<file path="src/rtl/mem_arb_pkg.sv">
// -----------------------------------------------------------------------------
// mem_arb_pkg
// Shared types for the two-client (I-cache / D-cache) memory arbiter.
//   arb_state_e  : arbiter FSM states (IDLE accepts requests, WDATA moves the
//                  write data of a just-granted write).
//   client_e     : client identifier, also the payload of the read-ID FIFO.
//   other_client : returns the opposite client, used for round-robin.
// -----------------------------------------------------------------------------
`ifndef MEM_DATA_BITS
`define MEM_DATA_BITS 128
`endif

package mem_arb_pkg;

  typedef enum logic {
    IDLE  = 1'b0,
    WDATA = 1'b1
  } arb_state_e;

  typedef enum logic {
    IC = 1'b0,
    DC = 1'b1
  } client_e;

  function automatic client_e other_client(input client_e c);
    return (c == IC) ? DC : IC;
  endfunction

endpackage

</file>
<file path="src/rtl/arb_id_fifo.sv">
// -----------------------------------------------------------------------------
// arb_id_fifo
// Small FIFO of client IDs, one entry per read accepted by memory and not yet
// answered. Memory answers in order, so the head names the owner of the next
// response.
// Ports:
//   clk, reset   : clock, asynchronous active-low reset (empties the FIFO)
//   push/push_id : enqueue one ID (ignored when full)
//   pop          : dequeue the head (ignored when empty)
//   head_id      : ID at the head
//   full/empty   : occupancy flags, registered-state based (a same-cycle pop
//                  does not clear full)
// -----------------------------------------------------------------------------
module arb_id_fifo
  import mem_arb_pkg::*;
#(
  parameter int unsigned DEPTH = 4
) (
  input  logic    clk,
  input  logic    reset,
  input  logic    push,
  input  client_e push_id,
  input  logic    pop,
  output client_e head_id,
  output logic    full,
  output logic    empty
);

  localparam int unsigned PTR_W = (DEPTH > 1) ? $clog2(DEPTH) : 1;
  localparam int unsigned CNT_W = $clog2(DEPTH + 1);

  client_e          slot_q [DEPTH];
  client_e          slot_d [DEPTH];
  logic [PTR_W-1:0] wr_ptr_q, wr_ptr_d;
  logic [PTR_W-1:0] rd_ptr_q, rd_ptr_d;
  logic [CNT_W-1:0] count_q, count_d;
  logic             do_push, do_pop;

  assign full    = (count_q == CNT_W'(DEPTH));
  assign empty   = (count_q == '0);
  assign head_id = slot_q[rd_ptr_q];
  assign do_push = push && !full;
  assign do_pop  = pop && !empty;

  always_comb begin
    slot_d   = slot_q;
    wr_ptr_d = wr_ptr_q;
    rd_ptr_d = rd_ptr_q;
    count_d  = count_q;
    if (do_push) begin
      slot_d[wr_ptr_q] = push_id;
      wr_ptr_d         = wr_ptr_q + 1'b1;
    end
    if (do_pop) begin
      rd_ptr_d = rd_ptr_q + 1'b1;
    end
    // Simultaneous push and pop leaves the occupancy unchanged.
    case ({do_push, do_pop})
      2'b10:   count_d = count_q + 1'b1;
      2'b01:   count_d = count_q - 1'b1;
      default: count_d = count_q;
    endcase
  end

  always_ff @(posedge clk or negedge reset) begin
    if (!reset) begin
      wr_ptr_q <= '0;
      rd_ptr_q <= '0;
      count_q  <= '0;
    end else begin
      wr_ptr_q <= wr_ptr_d;
      rd_ptr_q <= rd_ptr_d;
      count_q  <= count_d;
    end
  end

  // Slot contents are only meaningful below count_q, so they need no reset.
  always_ff @(posedge clk) begin
    slot_q <= slot_d;
  end

endmodule

</file>
<file path="src/rtl/mem_arbiter.sv">
// -----------------------------------------------------------------------------
// mem_arbiter
// Arbitrates the I-cache (ic) and D-cache (dc) memory request channels onto a
// single memory port and routes in-order read responses back to their owner.
// Ports:
//   clk, reset                 : clock, asynchronous active-low reset
//   {ic,dc}_mem_req_*          : client request channel (valid/ready, addr, rw)
//   {ic,dc}_mem_req_data_*     : client write-data channel (valid/ready, bits,
//                                byte mask)
//   {ic,dc}_mem_resp_*         : read response (valid per client, data shared)
//   mem_req_*, mem_req_data_*  : memory request / write-data channels
//   mem_resp_valid/data        : memory read responses, in order, no stall
// Grant is combinational (no added latency). A granted write locks the data
// channel to its client until one data beat is transferred; requests are not
// accepted meanwhile.
// -----------------------------------------------------------------------------
module mem_arbiter
  import mem_arb_pkg::*;
#(
  parameter int unsigned ADDR_BITS   = 28,
  parameter int unsigned DATA_BITS   = `MEM_DATA_BITS,
  parameter int unsigned OUTSTANDING = 4
) (
  input  logic                   clk,
  input  logic                   reset,
  // I-cache client
  input  logic                   ic_mem_req_valid,
  output logic                   ic_mem_req_ready,
  input  logic [ADDR_BITS-1:0]   ic_mem_req_addr,
  input  logic                   ic_mem_req_rw,
  input  logic                   ic_mem_req_data_valid,
  output logic                   ic_mem_req_data_ready,
  input  logic [DATA_BITS-1:0]   ic_mem_req_data_bits,
  input  logic [DATA_BITS/8-1:0] ic_mem_req_data_mask,
  output logic                   ic_mem_resp_valid,
  output logic [DATA_BITS-1:0]   ic_mem_resp_data,
  // D-cache client
  input  logic                   dc_mem_req_valid,
  output logic                   dc_mem_req_ready,
  input  logic [ADDR_BITS-1:0]   dc_mem_req_addr,
  input  logic                   dc_mem_req_rw,
  input  logic                   dc_mem_req_data_valid,
  output logic                   dc_mem_req_data_ready,
  input  logic [DATA_BITS-1:0]   dc_mem_req_data_bits,
  input  logic [DATA_BITS/8-1:0] dc_mem_req_data_mask,
  output logic                   dc_mem_resp_valid,
  output logic [DATA_BITS-1:0]   dc_mem_resp_data,
  // Memory side
  output logic                   mem_req_valid,
  input  logic                   mem_req_ready,
  output logic [ADDR_BITS-1:0]   mem_req_addr,
  output logic                   mem_req_rw,
  output logic                   mem_req_data_valid,
  input  logic                   mem_req_data_ready,
  output logic [DATA_BITS-1:0]   mem_req_data_bits,
  output logic [DATA_BITS/8-1:0] mem_req_data_mask,
  input  logic                   mem_resp_valid,
  input  logic [DATA_BITS-1:0]   mem_resp_data
);

  arb_state_e state_q, state_d;
  client_e    last_grant_q, last_grant_d;
  client_e    lock_id_q, lock_id_d;

  client_e    winner;
  client_e    fifo_head;
  logic       fifo_full, fifo_empty;
  logic       ic_elig, dc_elig, any_elig;
  logic       rd_push, resp_pop;

  // Ungated handshake signals; the ports below are forced low during reset.
  logic       req_valid_int;
  logic       ic_req_ready_int, dc_req_ready_int;
  logic       wdata_valid_int;
  logic       ic_dready_int, dc_dready_int;

  // ---------------------------------------------------------------------------
  // Eligibility and round-robin winner selection
  // ---------------------------------------------------------------------------
  // A read may only be presented when its ID has room in the FIFO. The check
  // uses registered occupancy, so a response popping this cycle does not help.
  always_comb begin
    ic_elig  = ic_mem_req_valid && (ic_mem_req_rw || !fifo_full);
    dc_elig  = dc_mem_req_valid && (dc_mem_req_rw || !fifo_full);
    any_elig = ic_elig || dc_elig;
    if (ic_elig && dc_elig) begin
      winner = other_client(last_grant_q);
    end else if (dc_elig) begin
      winner = DC;
    end else begin
      winner = IC;
    end
  end

  // ---------------------------------------------------------------------------
  // FSM next-state and channel muxing
  // ---------------------------------------------------------------------------
  always_comb begin
    state_d          = state_q;
    last_grant_d     = last_grant_q;
    lock_id_d        = lock_id_q;
    req_valid_int    = 1'b0;
    ic_req_ready_int = 1'b0;
    dc_req_ready_int = 1'b0;
    wdata_valid_int  = 1'b0;
    ic_dready_int    = 1'b0;
    dc_dready_int    = 1'b0;
    rd_push          = 1'b0;

    mem_req_addr      = (winner == DC) ? dc_mem_req_addr : ic_mem_req_addr;
    mem_req_rw        = (winner == DC) ? dc_mem_req_rw   : ic_mem_req_rw;
    mem_req_data_bits = (lock_id_q == DC) ? dc_mem_req_data_bits
                                          : ic_mem_req_data_bits;
    mem_req_data_mask = (lock_id_q == DC) ? dc_mem_req_data_mask
                                          : ic_mem_req_data_mask;

    case (state_q)
      IDLE: begin
        req_valid_int    = any_elig;
        ic_req_ready_int = any_elig && (winner == IC) && mem_req_ready;
        dc_req_ready_int = any_elig && (winner == DC) && mem_req_ready;
        if (any_elig && mem_req_ready) begin
          last_grant_d = winner;
          if (mem_req_rw) begin
            state_d   = WDATA;
            lock_id_d = winner;
          end else begin
            rd_push = 1'b1;
          end
        end
      end
      WDATA: begin
        wdata_valid_int = (lock_id_q == DC) ? dc_mem_req_data_valid
                                            : ic_mem_req_data_valid;
        ic_dready_int   = (lock_id_q == IC) && mem_req_data_ready;
        dc_dready_int   = (lock_id_q == DC) && mem_req_data_ready;
        if (wdata_valid_int && mem_req_data_ready) begin
          state_d = IDLE;
        end
      end
    endcase
  end

  // ---------------------------------------------------------------------------
  // Response routing: owner comes from the FIFO head; stray responses with
  // nothing outstanding are dropped.
  // ---------------------------------------------------------------------------
  assign resp_pop = mem_resp_valid && !fifo_empty;

  assign ic_mem_resp_data = mem_resp_data;
  assign dc_mem_resp_data = mem_resp_data;

  // Every valid/ready output is held low while reset is asserted.
  assign mem_req_valid         = reset && req_valid_int;
  assign ic_mem_req_ready      = reset && ic_req_ready_int;
  assign dc_mem_req_ready      = reset && dc_req_ready_int;
  assign mem_req_data_valid    = reset && wdata_valid_int;
  assign ic_mem_req_data_ready = reset && ic_dready_int;
  assign dc_mem_req_data_ready = reset && dc_dready_int;
  assign ic_mem_resp_valid     = reset && resp_pop && (fifo_head == IC);
  assign dc_mem_resp_valid     = reset && resp_pop && (fifo_head == DC);

  arb_id_fifo #(
    .DEPTH (OUTSTANDING)
  ) u_id_fifo (
    .clk     (clk),
    .reset   (reset),
    .push    (rd_push),
    .push_id (winner),
    .pop     (resp_pop),
    .head_id (fifo_head),
    .full    (fifo_full),
    .empty   (fifo_empty)
  );

  // ---------------------------------------------------------------------------
  // State registers; last_grant resets to IC so DC wins the first tie.
  // ---------------------------------------------------------------------------
  always_ff @(posedge clk or negedge reset) begin
    if (!reset) begin
      state_q      <= IDLE;
      last_grant_q <= IC;
      lock_id_q    <= IC;
    end else begin
      state_q      <= state_d;
      last_grant_q <= last_grant_d;
      lock_id_q    <= lock_id_d;
    end
  end

endmodule
</file>
<file path="config.mk">
export PLATFORM = sky130hd
export DESIGN_NAME = mem_arbiter
export DESIGN_NICKNAME = d
export VERILOG_FILES = /design/src/rtl/mem_arb_pkg.sv /design/src/rtl/arb_id_fifo.sv /design/src/rtl/mem_arbiter.sv
export SDC_FILE = /design/constraint.sdc
export NUM_CORES = 1
export LEC_CHECK = 0
export ABC_AREA = 1
export CAP_MARGIN = 10
export CORE_AREA = 2 2 362 364
export CTS_BUF_LIST = sky130_fd_sc_hd__clkbuf_2 sky130_fd_sc_hd__clkbuf_4 sky130_fd_sc_hd__clkbuf_8
export DETAILED_ROUTE_END_ITERATION = 16
export DIE_AREA = 0 0 364 366
export DONT_BUFFER_PORTS = 1
export PLACE_DENSITY = 0.3
export RECOVER_POWER = 25
export SLEW_MARGIN = 20
export SYNTH_ARGS = -nofsm -noshare
export SYNTH_HDL_FRONTEND = slang
export SYNTH_SLANG_ARGS = --single-unit
</file>
<file path="constraint.sdc">
create_clock -name clk -period 6 [get_ports clk]
set_clock_uncertainty 0.1 [all_clocks]
set_input_delay 0.9 -clock clk [delete_from_list [all_inputs] [get_ports clk]]
set_output_delay 0.9 -clock clk [all_outputs]
set_load 0.05 [all_outputs]
</file>
==> Yosys cells after proc, flatten, opt, wreduce, memory -nomap -nowiden <==
Cells that the tools add are included.
{ "totals": {"regBits": 14, "latch_bits": 0, "mem_bits_rw": 0, "rom_bits": 0, "in_bits": 483, "elab_cells": 87, "mem_count": 0} }
{ "op_classes": {"add_sub_neg": 4, "multipliers": 0, "div": 0, "order_cmp": 3, "n_eq_ne": 3, "n_shift": 0, "mux": 28, "n_bitwise": 6, "reduce_logical": 33} }
{ "op_table": {"columns": ["op", "n"], "rows": [
  ["128-bit two-way mux", 1],
  ["28-bit two-way mux", 1],
  ["1-bit logical AND", 24],
  ["1-bit two-way mux", 20],
  ["16-bit two-way mux", 1],
  ["3-bit >= comparator, second input constant", 2],
  ["2-bit NOT with 3-bit output", 2],
  ["3-bit case mux with 2 select lines", 1],
  ["2-bit by 1-bit adder with 2-bit output, second input constant", 2],
  ["4-bit bitwise mux", 1],
  ["1-bit NOT", 4],
  ["3-bit by 1-bit adder with 3-bit output, second input constant", 1],
  ["3-bit equality test, second input constant", 1],
  ["3-bit zero test", 1],
  ["1-bit logical OR", 3],
  ["3-bit by 1-bit less-than comparator with 1-bit output, second input constant", 1],
  ["3-bit AND reduction", 1],
  ["3-bit by 1-bit subtractor with 3-bit output, second input constant", 1],
  ["1-bit binary-select mux with 2-bit select", 1],
  ["1-bit demux with 2-bit select", 1],
  ["2-bit by 1-bit equality test with 1-bit output, second input constant", 1],
  ["2-bit equality test, second input constant", 1],
  ["1-bit zero test", 2],
  ["1-bit case mux with 2 select lines", 1],
  ["2 further kinds", 2]
]} }

==> Longest topological paths before layout <==
Gate-level depths: netlist of run 1.
{ "depth": {"word_depth": 13, "mapped_depth": 14, "mapped_depth_nobuf": 14} }

==> By module <==
A second synthesis of run 1 with hierarchy kept.
{ "unflattened": {"cells_unflattened": 932, "hier_area_um2": 5006.1} }
{ "modules_own_cells": {"columns": ["module", "instances", "cells_each", "area_each_um2", "seq_area_each_um2"], "rows": [
  ["mem_arbiter", 1, 859, 4365.4, 75.1],
  ["arb_id_fifo", 1, 73, 640.6, 295.3]
]} }

==> Least setup slack after synthesis of run 1 <==
Ideal clock, no wire load.
{ "synth_timing": {"path_kind": "input port to output port", "from": "input ic_mem_req_rw", "to": "output dc_mem_req_ready", "arrival_time_ns": 2.430, "slack_ns": 2.570, "path_stages": 6, "cell_sequence": "inv_1 -> nand3_2 -> nand3_2 -> nand2_4 -> buf_6 -> nor3_1"} }
{ "synth_between": {"elab_chain_cells": 8, "word_cells_on_any_way": 9, "classes_between": "mux (2); reduce/logical (7)"} }
{ "synth_lines": {"columns": ["element", "line", "rtl"], "rows": [
  ["from (decl)", "mem_arbiter.sv:30", "input logic ic_mem_req_rw,"],
  ["1-bit logical OR (*)", "mem_arbiter.sv:83", "ic_elig = ic_mem_req_valid && (ic_mem_req_rw || !fifo_full);"],
  ["1-bit logical AND (*)", "mem_arbiter.sv:83", null],
  ["1-bit logical AND", "mem_arbiter.sv:86", "if (ic_elig && dc_elig) begin"],
  ["1-bit two-way mux", "mem_arbiter.sv:86", null],
  ["1-bit logical AND (*) (2 in series)", "mem_arbiter.sv:121", "dc_req_ready_int = any_elig && (winner == DC) && mem_req_ready;"],
  ["1-bit two-way mux (*)", "mem_arbiter.sv:117", "case (state_q)"],
  ["1-bit logical AND (*)", "mem_arbiter.sv:156", "assign dc_mem_req_ready = reset && dc_req_ready_int;"],
  ["to (decl)", "mem_arbiter.sv:39", "output logic dc_mem_req_ready,"]
]} }
Mark *: on every way between the ends. The rest lies on a longest branch, timed or not.

==> Final worst setup path of run 1 <==
{ "layout_timing": {"from": "input dc_mem_req_rw", "to": "output ic_mem_req_ready"} }
{ "layout_between": {"elab_chain_cells": 9, "word_cells_on_any_way": 11, "classes_between": "mux (3); bitwise (1); reduce/logical (7)"} }
{ "layout_lines": {"columns": ["element", "line", "rtl"], "rows": [
  ["from (decl)", "mem_arbiter.sv:41", "input logic dc_mem_req_rw,"],
  ["1-bit logical OR (*)", "mem_arbiter.sv:84", "dc_elig = dc_mem_req_valid && (dc_mem_req_rw || !fifo_full);"],
  ["1-bit logical AND (*)", "mem_arbiter.sv:84", null],
  ["1-bit two-way mux or 1-bit logical AND (tied branches)", "mem_arbiter.sv:88, mem_arbiter.sv:86", null],
  ["1-bit two-way mux", "mem_arbiter.sv:86", null],
  ["1-bit NOT", "mem_arbiter.sv:120", "ic_req_ready_int = any_elig && (winner == IC) && mem_req_ready;"],
  ["1-bit logical AND (*) (2 in series)", "mem_arbiter.sv:120", null],
  ["1-bit two-way mux (*)", "mem_arbiter.sv:117", null],
  ["1-bit logical AND (*)", "mem_arbiter.sv:155", "assign ic_mem_req_ready = reset && ic_req_ready_int;"],
  ["to (decl)", "mem_arbiter.sv:28", "output logic ic_mem_req_ready,"]
]} }
Marks and branches as above.

==> results of run 1 <==
-- synth_stat cells --
library cell	number	area, sq um
nand2_1	537	2020
buf_4	259	1940
buf_2	20	100
inv_1	18	67.6
clkbuf_1	14	52.6
nor2_1	12	45.0
dfrtp_1	10	250
nand3_1	6	30.0
ha_1	5	62.6
edfxtp_1	4	120
o21ai_0	4	20.0
inv_2	3	11.3
nand2_2	3	18.8
nand3_2	3	30.0
nor3_1	3	15.0
a21oi_1	2	10.0
nand2_4	2	22.5
nor2_2	2	12.5
xor2_1	2	17.5
a32o_1	1	10.0
and2_1	1	6.26
buf_6	1	11.3
fa_1	1	20.0
mux2i_1	1	10.0
nor3_2	1	10.0
nor3b_1	1	7.51
xnor2_1	1	8.76
-- metal layers --
layer | vias up | global-route usage, % | wire length [um] | share of wire (%)
met4 | 40 | 1.92 | 1700 | 2.4
met1 | 1824 | 10.1 | 24800 | 35
met2 | 617 | 15.8 | 31000 | 44
met3 | 112 | 8.34 | 12900 | 18
met5 | - | 0.399 | 322 | 0.46
li1 | 1902 | - | - | -
-- sequential cells by signal, summed over array words and instances (netlist names) --
register and flops:
u_id_fifo.wr_ptr_q 2, u_id_fifo.rd_ptr_q 2, state_q 1, u_id_fifo.slot_q 4, u_id_fifo.count_q 3, lock_id_q 1
last_grant_q 1
-- power breakdown --
group          total [mW]  switching [mW]  internal [mW]
Sequential          0.178          0.0397          0.139
Combinational        3.27            3.01          0.254
Clock              0.0823          0.0370         0.0453
-- path summary, 6_finish.rpt --
path	from	to	slack [ns]
worst max-delay path	dc_mem_req_rw	ic_mem_req_ready	1.48
worst min-delay path	reset	u_id_fifo.count_q[0]$_DFFE_PN0P_	0.24
worst max register to register	u_id_fifo.count_q[0]$_DFFE_PN0P_	u_id_fifo.count_q[2]$_DFFE_PN0P_	2.54
worst min register to register	u_id_fifo.rd_ptr_q[1]$_DFFE_PN0P_	u_id_fifo.rd_ptr_q[1]$_DFFE_PN0P_	0.40
max in group asynchronous	reset	lock_id_q$_DFFE_PN0P_	5.48
min in group clk	u_id_fifo.rd_ptr_q[1]$_DFFE_PN0P_	u_id_fifo.rd_ptr_q[1]$_DFFE_PN0P_	0.40
-- critical path: stages --
cell,delay [ns]
inv_1,0.06
nand3_2,0.08
nand2_2,0.09
inv_2,0.04
nand2_1,0.89
inv_2,0.64
nor3_2,0.80
-- layout make-up --
type / count / area share, %
sequential: 14 / 7.32
clock buffer: 3 / 0.808
multi-input combinational: 588 / 46.5
antenna: 4 / 0.196
tap: 1742 / 42.7
clock inverter: 1 / 0.0735
timing repair buffer: 4 / 0.735
inverter: 21 / 1.69
-- metrics by stage --
stage	std cells	area [sq um]	hold slack, ns
after floorplan	917	4930	0.364
after global placement	2369	5060	0.397
after detailed placement	2369	5060	0.395
after CTS	2373	5110	0.234
after global routing	2376	5110	0.222
final	2377	5110	0.242
-- cell families after synthesis --
kind of cell    Yosys count  share of synthesized area (%)
compound gates            7                          0.812
xor+xnor                  3                          0.533
fa+ha+maj                 6                           1.68
buf+inv                 315                           44.4
flops                    14                           7.51
mux                       1                          0.203
simple gates            571                           44.9
-- cells in the final DEF, fill, tap and decap left out --
cell,instances
edfxtp_1,4
clkinv_1,1
nor3b_2,1
nor3_2,3
buf_8,1
inv_1,18
nor2_1,13
o21ai_0,4
nand2_2,3
fa_1,1
dfrtp_4,1
buf_4,3
nand2_4,1
diode_2,4
nand3_2,3
a21oi_1,2
dfrtp_1,9
nand3_1,6
inv_2,2
a32o_1,1
and2_1,1
clkbuf_8,3
xnor2_1,1
mux2i_1,1
nor2_2,1
ha_1,5
nand2_1,538
xor2_1,2
nor3_1,1
inv_8,1
==> impl_metrics.env, run 1 <==
export IMPL_clockRootBuffer="clkbuf_8"
export IMPL_cts_tree="built"
export IMPL_ys_seq_elements=14
export IMPL_ioPinCount=920
export IMPL_ctsHoldBuffers=0
export IMPL_syn_area_sq_um=4930
export IMPL_status="finished clean"
export IMPL_ys_types=27
export IMPL_maxSlewViolCount=0
export IMPL_vias_per_cell=1.89
export IMPL_hold_viol=0
export IMPL_power_density_nw_per_um2=690
export IMPL_place_hpwl_um=67100
export IMPL_p_leak_nw=2.01
export IMPL_yosys_warnings=0
export IMPL_wl_per_cell_um=29.7
export IMPL_max_freq_mhz=221
export IMPL_initial_core_util_pct=3.82
export IMPL_portBuffers=0
export IMPL_gr_total_overflow=0
export IMPL_syn_inst=917
export IMPL_pre_cts_slack_ns=2.28
export IMPL_vias=4495
export IMPL_postRouteAntennaNets=0
export IMPL_grt_pass1_wl_um=78000
export IMPL_gp_congestion=0.735
export IMPL_row_count=132
export IMPL_wl_um=70700
export IMPL_cts_path_max_buffers=2
export IMPL_antenna_found_initial=28
export IMPL_worstPathArrival_ns=3.52
export IMPL_synth_nets=1406
export IMPL_drv_cap=0
export IMPL_synth_area_per_cell_sq_um=5.38
export IMPL_path_clk_slew_ns=0.07
export IMPL_drc=0
export IMPL_critPathRequiredTime_ns=5.00
export IMPL_cp_end_kind="output pin"
export IMPL_dieArea_sq_um=133000
export IMPL_fp_dieW_um=364
export IMPL_path_class="in -> out"
export IMPL_clock_latency_ns=0.25
export IMPL_post_route_util_pct=3.96
export IMPL_dr_pass1_iters=4
export IMPL_max_slew_margin_pct=16.6
export IMPL_cts_max_level=1
export IMPL_critPathMaxFanout=34
export IMPL_post_cts_resized=0
export IMPL_multi_input_area_sq_um=2380
export IMPL_drive_above_1_share_pct=3.65
export IMPL_grt_pass1_vias=4171
export IMPL_clock_sinks=14
export IMPL_grt_usage_pct=10.0
export IMPL_min_period_ns=4.52
export IMPL_fillers=15486
export IMPL_first_iter_violations=206
export IMPL_coreArea_sq_um=129000
export IMPL_nets=1121
export IMPL_tns_ns=0
export IMPL_grt_start_max_net_pins=146
export IMPL_crit_path_start_kind="input pin"
export IMPL_cts_made_buffers=3
export IMPL_die_height_um=366
export IMPL_setup_slack_ns=1.48
export IMPL_period_share_pct=75.4
export IMPL_p_total_mw=3.53
export IMPL_r2r_cells=13
export IMPL_final_setup_viol_count=0
export IMPL_hold_class="in -> async"
export IMPL_cts_setup_buffers=0
export IMPL_regArea_sq_um=374
export IMPL_yosysSeqAreaShare_pct=7.51
export IMPL_synthToLayoutAreaGrowth_pct=3.65
export IMPL_tightest_slew_ns=1.25
export IMPL_grt_setup_unrepaired="false"
export IMPL_ir_drop_uv=360
Power figures use the tool's default switching activity.
==> inputs of run 2 (changes only) <==
==> constraint.sdc (replaced) <==
create_clock -name clk -period 3.7 [get_ports clk]
set_clock_uncertainty 0.1 [all_clocks]
set_input_delay 0.555 -clock clk [delete_from_list [all_inputs] [get_ports clk]]
set_output_delay 0.555 -clock clk [all_outputs]
set_load 0.05 [all_outputs]
==> impl_metrics.env, run 2 (synthesized netlist as in run 1, its figures left out) <==
export IMPL_grt_pass1_vias=4582
export IMPL_max_freq_mhz=305
export IMPL_gp_congestion=0.763
export IMPL_clockRootBuffer="clkbuf_8"
export IMPL_power_density_nw_per_um2=1060
export IMPL_row_count=132
export IMPL_grt_start_max_net_pins=75
export IMPL_hold_viol=0
export IMPL_hold_slack_ns=0.414
export IMPL_vias=4864
export IMPL_crit_path_start_kind="flip-flop"
export IMPL_grt_pass1_wl_um=77500
export IMPL_wl_per_cell_um=28.0
export IMPL_hold_class="reg -> reg"
export IMPL_dieArea_sq_um=133000
export IMPL_status="finished clean"
export IMPL_ir_drop_uv=324
export IMPL_clock_sinks=14
export IMPL_first_iter_violations=183
export IMPL_drive_above_1_share_pct=16.3
export IMPL_fp_dieW_um=364
export IMPL_post_cts_resized=0
export IMPL_mostFrequentLayoutCells="537 x nand2_1, 94 x buf_4, 18 x inv_1"
export IMPL_grt_setup_unrepaired="false"
export IMPL_max_slew_margin_pct=43.8
export IMPL_initial_core_util_pct=3.82
export IMPL_drv_cap=0
export IMPL_largest_register_ff_count=4
export IMPL_dr_pass1_iters=4
export IMPL_place_hpwl_um=66200
export IMPL_path_class="reg -> out"
export IMPL_tns_ns=0
export IMPL_gr_total_overflow=0
export IMPL_ioPinCount=920
export IMPL_critPathRequiredTime_ns=3.04
export IMPL_largest_register="u_id_fifo.slot_q"
export IMPL_portBuffers=0
export IMPL_cts_made_buffers=3
export IMPL_final_common_cell="nand2_1"
export IMPL_cts_max_level=1
export IMPL_coreArea_sq_um=129000
export IMPL_grt_usage_pct=9.80
export IMPL_drc=0
export IMPL_fillers=15478
export IMPL_worstPathArrival_ns=2.63
export IMPL_maxSlewViolCount=0
export IMPL_period_share_pct=88.7
export IMPL_path_clk_slew_ns=0.06
export IMPL_clock_latency_ns=0.25
export IMPL_p_leak_nw=2.47
export IMPL_largestRegisters="u_id_fifo.slot_q x4, u_id_fifo.count_q x3"
export IMPL_cts_path_max_buffers=2
export IMPL_final_setup_viol_count=0
export IMPL_tightest_slew_ns=0.838
export IMPL_wl_um=69400
export IMPL_postRouteAntennaNets=0
export IMPL_antenna_found_initial=21
export IMPL_synthToLayoutAreaGrowth_pct=18.9
export IMPL_cts_tree="built"
export IMPL_die_height_um=366
export IMPL_min_period_ns=3.28
export IMPL_cp_end_kind="output pin"
export IMPL_vias_per_cell=1.96
export IMPL_critPathMaxFanout=43
export IMPL_nets=1215
-- run 2: critical path, stage by stage, from the launching register on --
cell	delay (ns)
dfrtp_4	0.56
inv_6	0.32
buf_4	0.52
nand2_1	0.10
nand2_1	0.43
buf_4	0.30
-- run 2: layer usage --
layer / share of wire, % / wire length (um) / vias to the layer above / GRT usage (%)
met5: 0.24 / 170 / - / 0
met2: 44 / 30600 / 618 / 15.5
li1: - / - / 2099 / -
met1: 36 / 24700 / 2041 / 9.93
met4: 2.1 / 1440 / 28 / 1.72
met3: 18 / 12600 / 78 / 8.20
-- run 2: final timing paths --
path,start,to,slack (ns),cells after the start
max,lock_id_q$_DFFE_PN0P_,mem_req_data_bits[82],0.42,5
min,u_id_fifo.rd_ptr_q[1]$_DFFE_PN0P_,u_id_fifo.rd_ptr_q[1]$_DFFE_PN0P_,0.41,1
max reg2reg,u_id_fifo.count_q[0]$_DFFE_PN0P_,u_id_fifo.count_q[2]$_DFFE_PN0P_,0.98,13
min reg2reg,u_id_fifo.rd_ptr_q[1]$_DFFE_PN0P_,u_id_fifo.rd_ptr_q[1]$_DFFE_PN0P_,0.41,1
max in group asynchronous,reset,lock_id_q$_DFFE_PN0P_,2.46,1
min in group asynchronous,reset,state_q$_DFF_PN0_,0.63,1
-- run 2: repair_timing --
| action | CTS | global route |
|---|---|---|
| buffers inserted | 0 | 0 |
| hold buffers | 1 | 0 |
| hold endpoints to repair | 10 | 0 |
-- run 2: cell type report --
| cell class | count | area, sq um | area share, % |
|---|---|---|---|
| inverters | 21 | 83.8 | 1.43 |
| multi-input cells | 588 | 2390 | 40.7 |
| clock inverters | 1 | 3.75 | 0.0640 |
| flip-flops and latches | 14 | 374 | 6.38 |
| repair buffers | 98 | 771 | 13.1 |
| diodes | 9 | 22.5 | 0.384 |
| well taps | 1742 | 2180 | 37.2 |
| clock buffers | 3 | 41.3 | 0.704 |
-- run 2: power breakdown --
group | switching (mW) | leakage, nW | internal [mW]
Combinational | 4.93 | 2.30 | 0.852
Sequential | 0.0769 | 0.156 | 0.225
Clock | 0.0581 | 0.0232 | 0.0735
Total | 5.07 | 2.47 | 1.15
-- run 2: per-stage QoR --
stage / util, % / cells / area, sq um / power [mW] / setup slack [ns]
after floorplan: - / 917 / 4930 / 4.63 / 0.960
after global placement: 4.49 / 2462 / 5790 / 6.40 / 0.629
after detailed placement: 4.49 / 2462 / 5790 / 6.42 / 0.613
after CTS: 4.53 / 2467 / 5840 / 6.57 / 0.335
after global routing: 4.53 / 2470 / 5850 / 6.63 / 0.255
final: 4.55 / 2476 / 5860 / 6.22 / 0.417
==> inputs of run 3 (changes only) <==
--- a/config.mk
+++ b/config.mk
@@ -12,8 +12,10 @@
 export DETAILED_ROUTE_END_ITERATION = 16
 export DIE_AREA = 0 0 364 366
 export DONT_BUFFER_PORTS = 1
+export MAX_ROUTING_LAYER = met4
 export PLACE_DENSITY = 0.3
 export RECOVER_POWER = 25
+export SETUP_SLACK_MARGIN = 0.3
 export SLEW_MARGIN = 20
 export SYNTH_ARGS = -nofsm -noshare
 export SYNTH_HDL_FRONTEND = slang
==> impl_metrics.env, run 3 (synthesized netlist as in run 1, its figures left out) <==
export IMPL_hold_viol=0
export IMPL_ioPinCount=920
export IMPL_cts_max_level=1
export IMPL_final_setup_viol_count=0
export IMPL_dieArea_sq_um=133000
export IMPL_gr_total_overflow=0
export IMPL_antenna_found_initial=19
export IMPL_grt_usage_pct=10.1
export IMPL_hold_class="reg -> reg"
export IMPL_gp_congestion=0.769
export IMPL_mostFrequentLayoutCells="537 x nand2_1, 93 x buf_4, 18 x inv_1"
export IMPL_crit_slowest_cell="dfrtp_4"
export IMPL_max_slew_margin_pct=43.8
export IMPL_cts_setup_buffers=0
export IMPL_power_density_nw_per_um2=1050
export IMPL_min_period_ns=3.17
export IMPL_largestRegisters="u_id_fifo.slot_q x4, u_id_fifo.count_q x3"
export IMPL_cts_path_max_buffers=2
export IMPL_cts_tree="built"
export IMPL_worstPathArrival_ns=2.52
export IMPL_cp_end_kind="output pin"
export IMPL_grt_setup_unrepaired="false"
export IMPL_clock_latency_ns=0.25
export IMPL_grt_pass1_wl_um=77500
export IMPL_place_hpwl_um=66200
export IMPL_critPathMaxFanout=43
export IMPL_vias_per_cell=1.96
export IMPL_nets=1215
export IMPL_synthToLayoutAreaGrowth_pct=19.7
export IMPL_max_freq_mhz=315
export IMPL_final_common_cell="nand2_1"
export IMPL_clockRootBuffer="clkbuf_8"
export IMPL_maxSlewViolCount=0
export IMPL_cts_made_buffers=3
export IMPL_cpPeakStageDelay_ns=0.56
export IMPL_grt_start_max_net_pins=75
export IMPL_cpLargestDelayFamily="buffers and inverters"
export IMPL_wl_per_cell_um=27.9
export IMPL_largest_register="u_id_fifo.slot_q"
export IMPL_largest_register_ff_count=4
export IMPL_path_class="reg -> out"
export IMPL_setup_slack_ns=0.526
export IMPL_fp_dieW_um=364
export IMPL_pre_cts_slack_ns=0.613
export IMPL_critPathRequiredTime_ns=3.04
export IMPL_drc=0
export IMPL_wl_um=69300
export IMPL_path_buf_inv=3
export IMPL_tns_ns=0
export IMPL_vias=4878
export IMPL_row_count=132
export IMPL_dr_pass1_iters=4
export IMPL_grt_pass1_vias=4590
export IMPL_ir_drop_uv=329
export IMPL_fillers=15474
export IMPL_tightest_slew_ns=0.838
export IMPL_crit_path_start_kind="flip-flop"
export IMPL_drv_cap=0
export IMPL_period_share_pct=85.8
export IMPL_clock_sinks=14
export IMPL_status="finished clean"
export IMPL_first_iter_violations=206
export IMPL_coreArea_sq_um=129000
export IMPL_drive_above_1_share_pct=16.3
export IMPL_portBuffers=0
export IMPL_path_clk_slew_ns=0.06
export IMPL_cp_cell_sequence="inv_6, buf_6, nand2_1, nand2_1, buf_4"
export IMPL_cp_common_cell="nand2_1"
export IMPL_initial_core_util_pct=3.82
export IMPL_postRouteAntennaNets=0
export IMPL_die_height_um=366
export IMPL_p_leak_nw=2.48
[run 3: cell count changes in the layout (fill, tap and decap cells not counted), sizes merged]
cell,change
diode,+12
[run 3: cell type report]
class                           instances  area, sq um  share of cell area, %
Inverter                               21         86.3                   1.46
Sequential cell                        14          374                   6.34
Clock inverter                          1         3.75                 0.0636
Tap cell                             1742         2180                   36.9
Timing Repair Buffer                   98          774                   13.1
Clock buffer                            3         41.3                  0.700
Multi-Input combinational cell        588         2390                   40.5
Antenna cell                           21         52.6                  0.891
[run 3: worst reg2reg max path, cell delays in order, from the launching register on]
cell	delay, ns
dfrtp_1	0.42
nor2_2	0.19
nand3_2	0.11
nand3_2	0.11
nand2_4	0.24
nand2_1	0.16
nand2_2	0.10
nand2_4	0.11
ha_1	0.15
inv_1	0.07
fa_1	0.43
a21oi_1	0.14
o21ai_0	0.12
xor2_1	0.16
[run 3: metal layers]
metal  track usage (%)  wire, um  share of wire [%]  up-vias
li1                  -         -                  -     2122
met4              1.71      1450                2.1        0
met5                 -         0                  0        -
met2              15.5     30400                 44      588
met3              7.97     12800                 18       89
met1              10.1     24600                 36     2079
[run 3: worst paths after layout]
| check | startpoint | depth (start not counted) | end | slack [ns] |
|---|---|---|---|---|
| worst max-delay path | lock_id_q$_DFFE_PN0P_ | 5 | mem_req_data_bits[82] | 0.53 |
| worst min-delay path | u_id_fifo.rd_ptr_q[1]$_DFFE_PN0P_ | 1 | u_id_fifo.rd_ptr_q[1]$_DFFE_PN0P_ | 0.41 |
| worst max register to register | u_id_fifo.count_q[0]$_DFFE_PN0P_ | 13 | u_id_fifo.count_q[2]$_DFFE_PN0P_ | 0.96 |
| worst min register to register | u_id_fifo.rd_ptr_q[1]$_DFFE_PN0P_ | 1 | u_id_fifo.rd_ptr_q[1]$_DFFE_PN0P_ | 0.41 |
| max in group asynchronous | reset | 1 | lock_id_q$_DFFE_PN0P_ | 2.46 |
| min in group asynchronous | reset | 1 | state_q$_DFF_PN0_ | 0.63 |
[run 3: power by group]
part | switching (mW) | internal, mW
logic | 4.94 | 0.854
registers | 0.0761 | 0.225
clock network | 0.0581 | 0.0735
[run 3: metrics by stage]
stage	instance area [sq um]	hold WS [ns]	util (%)	instances	power [mW]
CTS	5840	0.409	4.53	2467	6.57
finish	5900	0.412	4.57	2488	6.22
detailed placement	5790	0.160	4.49	2462	6.42
floorplan	4930	0.159	-	917	4.63
global placement	5790	0.160	4.49	2462	6.40
global route	5890	0.436	4.57	2486	6.64
[run 3: timing repair]
item | in CTS | in global routing
endpoints found under the setup margin | 0 | 4
hold endpoints to repair | 10 | 0
hold buffers | 1 | 0
gates resized for setup | 0 | 3
